File: config.mk
export PLATFORM = sky130hd
export DESIGN_NAME = axi_r_drain
export DESIGN_NICKNAME = d
export VERILOG_FILES = /design/src/rtl/axi_r_drain.sv
export SDC_FILE = /design/constraint.sdc
export NUM_CORES = 1
export LEC_CHECK = 0
export ABC_CLOCK_PERIOD_IN_PS = 2850
export BUFFER_PORTS_ARGS = -buffer_cell sky130_fd_sc_hd__buf_2
export CORE_AREA = 2 2 84 86
export CTS_CLUSTER_SIZE = 12
export DETAILED_ROUTE_END_ITERATION = 8
export DIE_AREA = 0 0 86 88
export GPL_TIMING_DRIVEN = 0
export PLACE_DENSITY = 0.73
export SLEW_MARGIN = 25
export SYNTH_ARGS = -nofsm -noshare
export SYNTH_HDL_FRONTEND = slang
export SYNTH_SLANG_ARGS = --single-unit
File: constraint.sdc
create_clock -name clk -period 2.85 [get_ports clk]
set_clock_uncertainty 0.15 [all_clocks]
set_input_delay 0.4275 -clock clk [delete_from_list [all_inputs] [get_ports clk]]
set_output_delay 0.4275 -clock clk [all_outputs]
set_load 0.05 [all_outputs]
File: src/rtl/axi_r_drain.sv
// AXI read-data drain: pops a first-word-fall-through FIFO into R-channel beats for one burst command.
// Optional build macro AXI_R_DRAIN_ERR_EN: map the FIFO error tag onto rresp (SLVERR); otherwise rresp is OKAY.
module axi_r_drain #(
  parameter int DATA_W = 32,
  parameter int ID_W   = 4
) (
  input  logic              clk,
  input  logic              rst,
  input  logic              cmd_valid,
  output logic              cmd_ready,
  input  logic [ID_W-1:0]   cmd_id,
  input  logic [7:0]        cmd_len,
  input  logic              fifo_empty,
  input  logic [DATA_W-1:0] fifo_rdata,
  output logic              fifo_re,
  input  logic              fifo_rerr,
  output logic              rvalid,
  input  logic              rready,
  output logic [DATA_W-1:0] rdata,
  output logic [ID_W-1:0]   rid,
  output logic [1:0]        rresp,
  output logic              rlast,
  output logic              busy
);

  typedef enum logic [0:0] {
    IDLE  = 1'b0,
    BURST = 1'b1
  } state_e;

  state_e              state_q, state_d;
  logic [ID_W-1:0]     id_q, id_d;
  logic [7:0]          len_q, len_d;
  logic [8:0]          cnt_q, cnt_d;
  logic                rvalid_q, rvalid_d;
  logic [DATA_W-1:0]   rdata_q, rdata_d;
  logic [ID_W-1:0]     rid_q, rid_d;
  logic [1:0]          rresp_q, rresp_d;
  logic                rlast_q, rlast_d;

  logic accept;
  logic load;
  logic last_hs;

  // cnt_q counts beats already loaded; it is 9 bits so a 256-beat burst ends at 256 without wrapping.
  assign accept  = cmd_valid & cmd_ready;
  assign load    = (state_q == BURST) & ~fifo_empty & (~rvalid_q | rready)
                   & (cnt_q <= {1'b0, len_q}) & ~rst;
  assign last_hs = rvalid_q & rready & rlast_q;

  always_ff @(posedge clk) begin
    if (rst) begin
      state_q <= IDLE;
    end else begin
      state_q <= state_d;
    end
  end

  always_comb begin
    state_d = state_q;
    case (state_q)
      IDLE:    state_d = accept ? BURST : IDLE;
      BURST:   state_d = last_hs ? IDLE : BURST;
      default: state_d = IDLE;
    endcase
  end

  always_comb begin
    cmd_ready = 1'b0;
    busy      = 1'b0;
    case (state_q)
      IDLE:    cmd_ready = ~rst;
      BURST:   busy      = 1'b1;
      default: begin
        cmd_ready = 1'b0;
        busy      = 1'b0;
      end
    endcase
    fifo_re = load;
  end

  always_comb begin
    id_d     = id_q;
    len_d    = len_q;
    cnt_d    = cnt_q;
    rvalid_d = rvalid_q;
    rdata_d  = rdata_q;
    rid_d    = rid_q;
    rlast_d  = rlast_q;
    if (accept) begin
      id_d  = cmd_id;
      len_d = cmd_len;
      cnt_d = 9'd0;
    end else if (load) begin
      cnt_d = cnt_q + 9'd1;
    end else begin
      cnt_d = cnt_q;
    end
    if (load) begin
      rvalid_d = 1'b1;
      rdata_d  = fifo_rdata;
      rid_d    = id_q;
      rlast_d  = (cnt_q == {1'b0, len_q});
    end else if (rvalid_q & rready) begin
      rvalid_d = 1'b0;
    end else begin
      rvalid_d = rvalid_q;
    end
  end

`ifdef AXI_R_DRAIN_ERR_EN
  always_comb begin
    rresp_d = rresp_q;
    if (load) begin
      rresp_d = fifo_rerr ? 2'b10 : 2'b00;
    end else begin
      rresp_d = rresp_q;
    end
  end
`else
  logic unused_rerr;
  assign unused_rerr = fifo_rerr;
  assign rresp_d     = 2'b00;
`endif

  always_ff @(posedge clk) begin
    if (rst) begin
      id_q     <= '0;
      len_q    <= 8'd0;
      cnt_q    <= 9'd0;
      rvalid_q <= 1'b0;
      rdata_q  <= '0;
      rid_q    <= '0;
      rresp_q  <= 2'b00;
      rlast_q  <= 1'b0;
    end else begin
      id_q     <= id_d;
      len_q    <= len_d;
      cnt_q    <= cnt_d;
      rvalid_q <= rvalid_d;
      rdata_q  <= rdata_d;
      rid_q    <= rid_d;
      rresp_q  <= rresp_d;
      rlast_q  <= rlast_d;
    end
  end

  assign rvalid = rvalid_q;
  assign rdata  = rdata_q;
  assign rid    = rid_q;
  assign rresp  = rresp_q;
  assign rlast  = rlast_q;

endmodule

==> results of run 1 <==
[final cells by class]
| class | instances | share of cell area, % |
|---|---|---|
| well taps | 80 | 3.004 |
| plain buffers | 28 | 3.755 |
| multi-input cells | 211 | 36.05 |
| clock buffers | 14 | 5.182 |
| clock inverters | 1 | 0.9012 |
| repair buffers | 89 | 13.56 |
| flip-flops and latches | 60 | 36.09 |
| inverters | 13 | 1.465 |
[cells in the final DEF (no fill, tap or decap), types with 12 or more instances in the layout]
master / count
a21oi_1: 47
buf_2: 92
clkbuf_1: 22
clkbuf_8: 12
dfxtp_1: 59
inv_1: 13
nand2_1: 18
nand3_1: 44
o21ai_0: 45
o31ai_1: 13
[cell usage after synthesis (all sizes together)]
| cell | n |
|---|---|
| clkbuf | 20 |
| nand3 | 44 |
| a21oi | 47 |
| nand4 | 1 |
| o211a | 1 |
| and3 | 1 |
| or4 | 6 |
| o221ai | 1 |
| and4 | 1 |
| o21ai | 45 |
| inv | 13 |
| nand2b | 9 |
| nand2 | 18 |
| nor2 | 3 |
| o32ai | 1 |
| nor2b | 1 |
| and2 | 1 |
| and4b | 1 |
| ha | 9 |
| nand4b | 2 |
| buf | 8 |
| dfxtp | 60 |
| conb | 1 |
| o211ai | 3 |
| o31ai | 13 |
| or3 | 1 |
[cell families (layout without fill, tap and decap cells)]
family                   count (synthesis)  count (layout)  share of synthesized area, %
AO/OA/AOI/OAI                          111             111                         23.64
adder cells (fa/ha/maj)                  9               9                         4.378
buffers and inverters                   41             145                         6.760
flip-flops                              60              60                         46.69
other                                    1               2                        0.1458
AND/OR/NAND/NOR                         89              89                         18.39
[worst max path at each step]
stage,from,to,slack (ps),depth (start not counted)
4_1_cts,cnt_q[0],fifo_re,30,8
2_1_floorplan,cnt_q[0],fifo_re,610,7
3_3_place_gp,rst,cmd_ready,260,6
6_report,cnt_q[2],fifo_re,130,7
5_1_grt,cnt_q[2],fifo_re,7,7
3_5_place_dp,rst,cmd_ready,250,6
[worst register-to-register path, cell delays in order, from the launching register on]
cell and delay (ps):
dfxtp_1 380, ha_1 320, nand4_1 120, or3_4 410, o211ai_1 120, buf_2 300
buf_2 280, nand3_1 100, a21oi_1 150
[layer usage]
layer  global-route usage [%]  vias up  part of all wire [%]
met5                        0        -                     0
met4                    6.349        0                   1.1
met3                    7.823       10                   8.5
met2                    29.25      102                    45
met1                    23.90     1208                    45
li1                         -     1309                     -
[metrics by stage]
stage                     instances  util [%]
after floorplan                 312         -
after global routing            496     50.15
final                           496     50.15
after detailed placement        481     46.99
after global placement          481     46.99
after CTS                       496     50.04
[power by group through the flow]
stage          combinational, mW  clock (mW)  sequential [mW]
6_report                   0.334       0.787            0.884
5_1_grt                    0.363       0.845            0.887
4_1_cts                    0.331       0.813            0.883
3_5_place_dp               0.330           0            0.902
3_3_place_gp               0.325           0            0.901
2_1_floorplan              0.171           0            0.952
[state kept, by name, summed over array words and instances (netlist names)]
signal / cells
rid: 4
rdata: 32
rvalid: 1
state_q: 1
id_q: 4
len_q: 8
rlast: 1
cnt_q: 9
[what timing repair did]
action | CTS | global route
endpoints found under the setup margin | 0 | 1
resized for setup | 0 | 4
setup buffers | 0 | 0
==> results.json, run 1 <==
{
  "hold_path.class": "primary input to flip-flop",
  "dp_hpwl_um": 4933,
  "yosysSeqAreaShare_pct": 46.69,
  "cts_max_level": 3,
  "ys_warn_count": 0,
  "drcViolationCount": 0,
  "netlist_area_mm2": 0.002572,
  "multi_input_area_mm2": 0.001201,
  "routed_wirelength_um": 6954,
  "synth-seq-cells": 60,
  "drive_gt1_share_pct": 26.92,
  "switching_share_pct": 28.21,
  "die_area_mm2": 0.007568,
  "tightest_slew_ps": 512.6,
  "grt_usage_pct": 18.89,
  "worstSkewPairLatency_ps": 340,
  "critPathLaunchType": "flip-flop",
  "row_count": 30,
  "crit_family": "simple AND/OR/NAND/NOR gates",
  "portBuffers": 89,
  "cts_buffer_depth": 2,
  "cts_tree": "built",
  "peakVddDrop_v": 0.0002898,
  "fin_setup_tns_ps": 0,
  "die_w_um": 86,
  "vias_per_cell": 5.300,
  "antenna_found_initial": 0,
  "ys_top_cells_by_area": "dfxtp_1, a21oi_1, o21ai_0",
  "cp_slowest_stage_delay_ps": 410,
  "fin_nets": 471,
  "diodes": 0,
  "r2r_slack_ps": 450,
  "run_status": "completed",
  "placed_area_mm2": 0.003122,
  "io_pins": 93,
  "min_to": "len_q[0]",
  "r2r-end": "rid[0]",
  "final_area_mm2": 0.003332,
  "worst_slack_ps": 130.5,
  "end_kind": "output port",
  "p_leak_nw": 1.385,
  "holdWs_ps": 138.2,
  "postRouteAntennaNets": 0,
  "synth_top_area_cell": "dfxtp_1",
  "coreArea_mm2": 0.006644,
  "cts_hold_buf": 0,
  "rsz0062_at_grt": "false",
  "yosysTopAreaCellShare_pct": 46.69,
  "die_height_um": 88,
  "drtIter0Drc": 139,
  "fill_cells": 623,
  "cts_num_sinks": 60,
  "pwr-share-clk_pct": 39.3,
  "p_sw_mw": 0.5656,
  "maxSlewViolCount": 0,
  "dr.pass1.iters": 4,
  "max-slew-margin-rel_pct": 65.83,
  "area_growth_pct": 29.52,
  "min_period_over_period_pct": 95.42,
  "postSynthAreaPerCell_um2": 8.272,
  "max_cap_viol_count": 0,
  "crit_chain": "ha_1 -> nand4_1 -> or3_4 -> o211ai_1 -> nand2_1 -> inv_1 -> buf_6",
  "start_util_pct": 38.72,
  "synth_cell_types": 29,
  "p_int_mw": 1.439,
  "crit_fanout": 7,
  "globalplace.congestion": 0.8481,
  "min_path_cells": 3,
  "cp_num_buf_inv": 2,
  "p_comb_share_pct": 16.6,
  "vias": 2629,
  "clk_pin_slew_ps": 70,
  "cp.required_ps": 2270,
  "hold_violations": 0,
  "worstRegToRegCells": 8,
  "arrival_ps": 2140,
  "grt_pass1_wl_um": 11340,
  "power_density_mw_per_mm2": 601.7,
  "overflow": 0,
  "min-delay-start": "cmd_len[0]",
  "grt_pass1_vias": 2517,
  "p_seq_share_pct": 44.1,
  "routedWlPerCell_um": 14.02,
  "grt_max_degree": 11,
  "cts_inserted_buffers": 9,
  "synthCells": 311,
  "max_freq_ghz": 0.3677,
  "slowest_stage": "or3_4",
  "fin_crit_ps": 2720,
  "crit_type": "flip-flop to output port",
  "regArea_mm2": 0.001202,
  "r2r-start": "cnt_q[2]",
  "p_total_mw": 2.005,
  "cts_root_buf": "clkbuf_8",
  "post-place-ws_ps": 253.3,
  "setup_violations": 0
}
Note: power is estimated with default switching activity, not from simulation.
==> inputs of run 2 (changes only) <==
--- a/config.mk
+++ b/config.mk
@@ -7,12 +7,14 @@
 export LEC_CHECK = 0
 export ABC_CLOCK_PERIOD_IN_PS = 2850
 export BUFFER_PORTS_ARGS = -buffer_cell sky130_fd_sc_hd__buf_2
+export CAP_MARGIN = 10
 export CORE_AREA = 2 2 84 86
 export CTS_CLUSTER_SIZE = 12
 export DETAILED_ROUTE_END_ITERATION = 8
 export DIE_AREA = 0 0 86 88
 export GPL_TIMING_DRIVEN = 0
 export PLACE_DENSITY = 0.73
+export REMOVE_ABC_BUFFERS = 1
 export SLEW_MARGIN = 25
 export SYNTH_ARGS = -nofsm -noshare
 export SYNTH_HDL_FRONTEND = slang
==> results.json, run 2 (same netlist as run 1, synthesis figures left out) <==
{
  "fin_setup_tns_ps": 0,
  "area_growth_pct": 28.36,
  "hold_violations": 0,
  "placed_area_mm2": 0.003062,
  "drcViolationCount": 0,
  "crit_family": "simple AND/OR/NAND/NOR gates",
  "clk_pin_slew_ps": 60,
  "power_density_mw_per_mm2": 588.1,
  "die_area_mm2": 0.007568,
  "vias_per_cell": 5.318,
  "min_period_over_period_pct": 96.19,
  "cts_root_buf": "clkbuf_8",
  "postRouteAntennaNets": 0,
  "fill_cells": 662,
  "fin_crit_ps": 2742,
  "p_leak_nw": 1.370,
  "critPathLaunchType": "flip-flop",
  "cts_inserted_buffers": 9,
  "run_status": "completed",
  "die_w_um": 86,
  "grt_usage_pct": 18.43,
  "cp.required_ps": 2270,
  "crit_type": "flip-flop to output port",
  "routedWlPerCell_um": 14.00,
  "portBuffers": 89,
  "row_count": 30,
  "fin_util_pct": 49.70,
  "tightest_slew_ps": 920.5,
  "globalplace.congestion": 0.8211,
  "largest_reg_flops": 32,
  "p_total_mw": 1.942,
  "end_kind": "output port",
  "diodes": 0,
  "cp_slowest_stage_delay_ps": 410,
  "vias": 2542,
  "grt_pass1_wl_um": 10940,
  "die_height_um": 88,
  "worstSkewPairLatency_ps": 330,
  "final_common_cell": "buf_2",
  "peakVddDrop_v": 0.0003067,
  "coreArea_mm2": 0.006644,
  "antenna_found_initial": 0,
  "drive_gt1_share_pct": 30.15,
  "cts_buffer_depth": 2,
  "maxSlewViolCount": 0,
  "fin_nets": 453,
  "max_freq_ghz": 0.3648,
  "dr.pass1.iters": 4,
  "routed_wirelength_um": 6691,
  "grt_max_degree": 58,
  "final_area_mm2": 0.003302,
  "max_cap_viol_count": 0,
  "cts_tree": "built",
  "cts_hold_buf": 0,
  "io_pins": 93,
  "cp_num_buf_inv": 2,
  "max-slew-margin-rel_pct": 38.63,
  "cts_num_sinks": 60,
  "grt_pass1_vias": 2332,
  "crit_fanout": 6,
  "dp_hpwl_um": 4454,
  "start_util_pct": 38.72,
  "holdWs_ps": 139.0,
  "arrival_ps": 2160,
  "crit_chain": "ha_1 -> nand4_1 -> or3_4 -> o211ai_1 -> nand2_1 -> inv_2 -> buf_8",
  "slowest_stage": "or3_4",
  "cts_max_level": 3,
  "hold_path.class": "primary input to flip-flop",
  "drtIter0Drc": 115,
  "final_cell_mix": "buf_2, dfxtp_1, a21oi_1, o21ai_0, nand3_1",
  "setup_violations": 0,
  "overflow": 0
}
==> run 2: cell count changes in the layout (fill, tap and decap cells not counted), moves of 2 or more <==
cell,delta
buf_2,-4
buf_4,+5
clkbuf_1,-19
clkbuf_8,-2
==> run 2: timing repair <==
action | in CTS | in global routing
resized for setup | 3 | 6
endpoints found under the setup margin | 1 | 1
cloned | 0 | 0
pin swaps | 1 | 2
buffers inserted | 1 | 2
hold endpoints to repair | 0 | 0
==> run 2: cell type report <==
type | count | area, µm² | area share (%)
multi-input cells | 211 | 1224 | 37.06
flip-flops and latches | 60 | 1204 | 36.45
repair buffers | 99 | 541.8 | 16.41
clock buffers | 13 | 148.9 | 4.509
well taps | 80 | 100.1 | 3.031
inverters | 13 | 48.80 | 1.478
clock inverters | 2 | 35.03 | 1.061
==> run 2: layer usage <==
| metal | GRT usage [%] | vias up | wire length, µm |
|---|---|---|---|
| met5 | 0 | - | 0 |
| met4 | 7.504 | 0 | 100 |
| met3 | 6.315 | 11 | 364 |
| met2 | 30.02 | 62 | 3310 |
| met1 | 22.36 | 1194 | 2917 |
| li1 | - | 1275 | - |
==> run 2: worst min-delay path, cell delays in order <==
cell	delay (ps)
buf_2	70
nand2_1	40
o31ai_1	50
==> run 2: where the power goes <==
part	internal, mW	switching (mW)
clock	0.423	0.310
combinational	0.0985	0.229
sequential	0.868	0.0140
total	1.39	0.552
==> run 2: stage by stage <==
stage | worst slack (ps) | cells
after floorplan | -707.9 | 284
after global placement | -1883 | 453
after detailed placement | -221.5 | 460
after CTS | 6.691 | 476
after global routing | -8.210 | 478
final | 108.5 | 478
==> run 2: worst paths after layout <==
path         slack (ps)        from       end  cells past startpoint
max                 110    cnt_q[1]   fifo_re                      7
min reg2reg         320     id_q[1]    rid[1]                      2
max reg2reg         310    cnt_q[1]  cnt_q[5]                      6
min                 140  cmd_len[6]  len_q[6]                      3
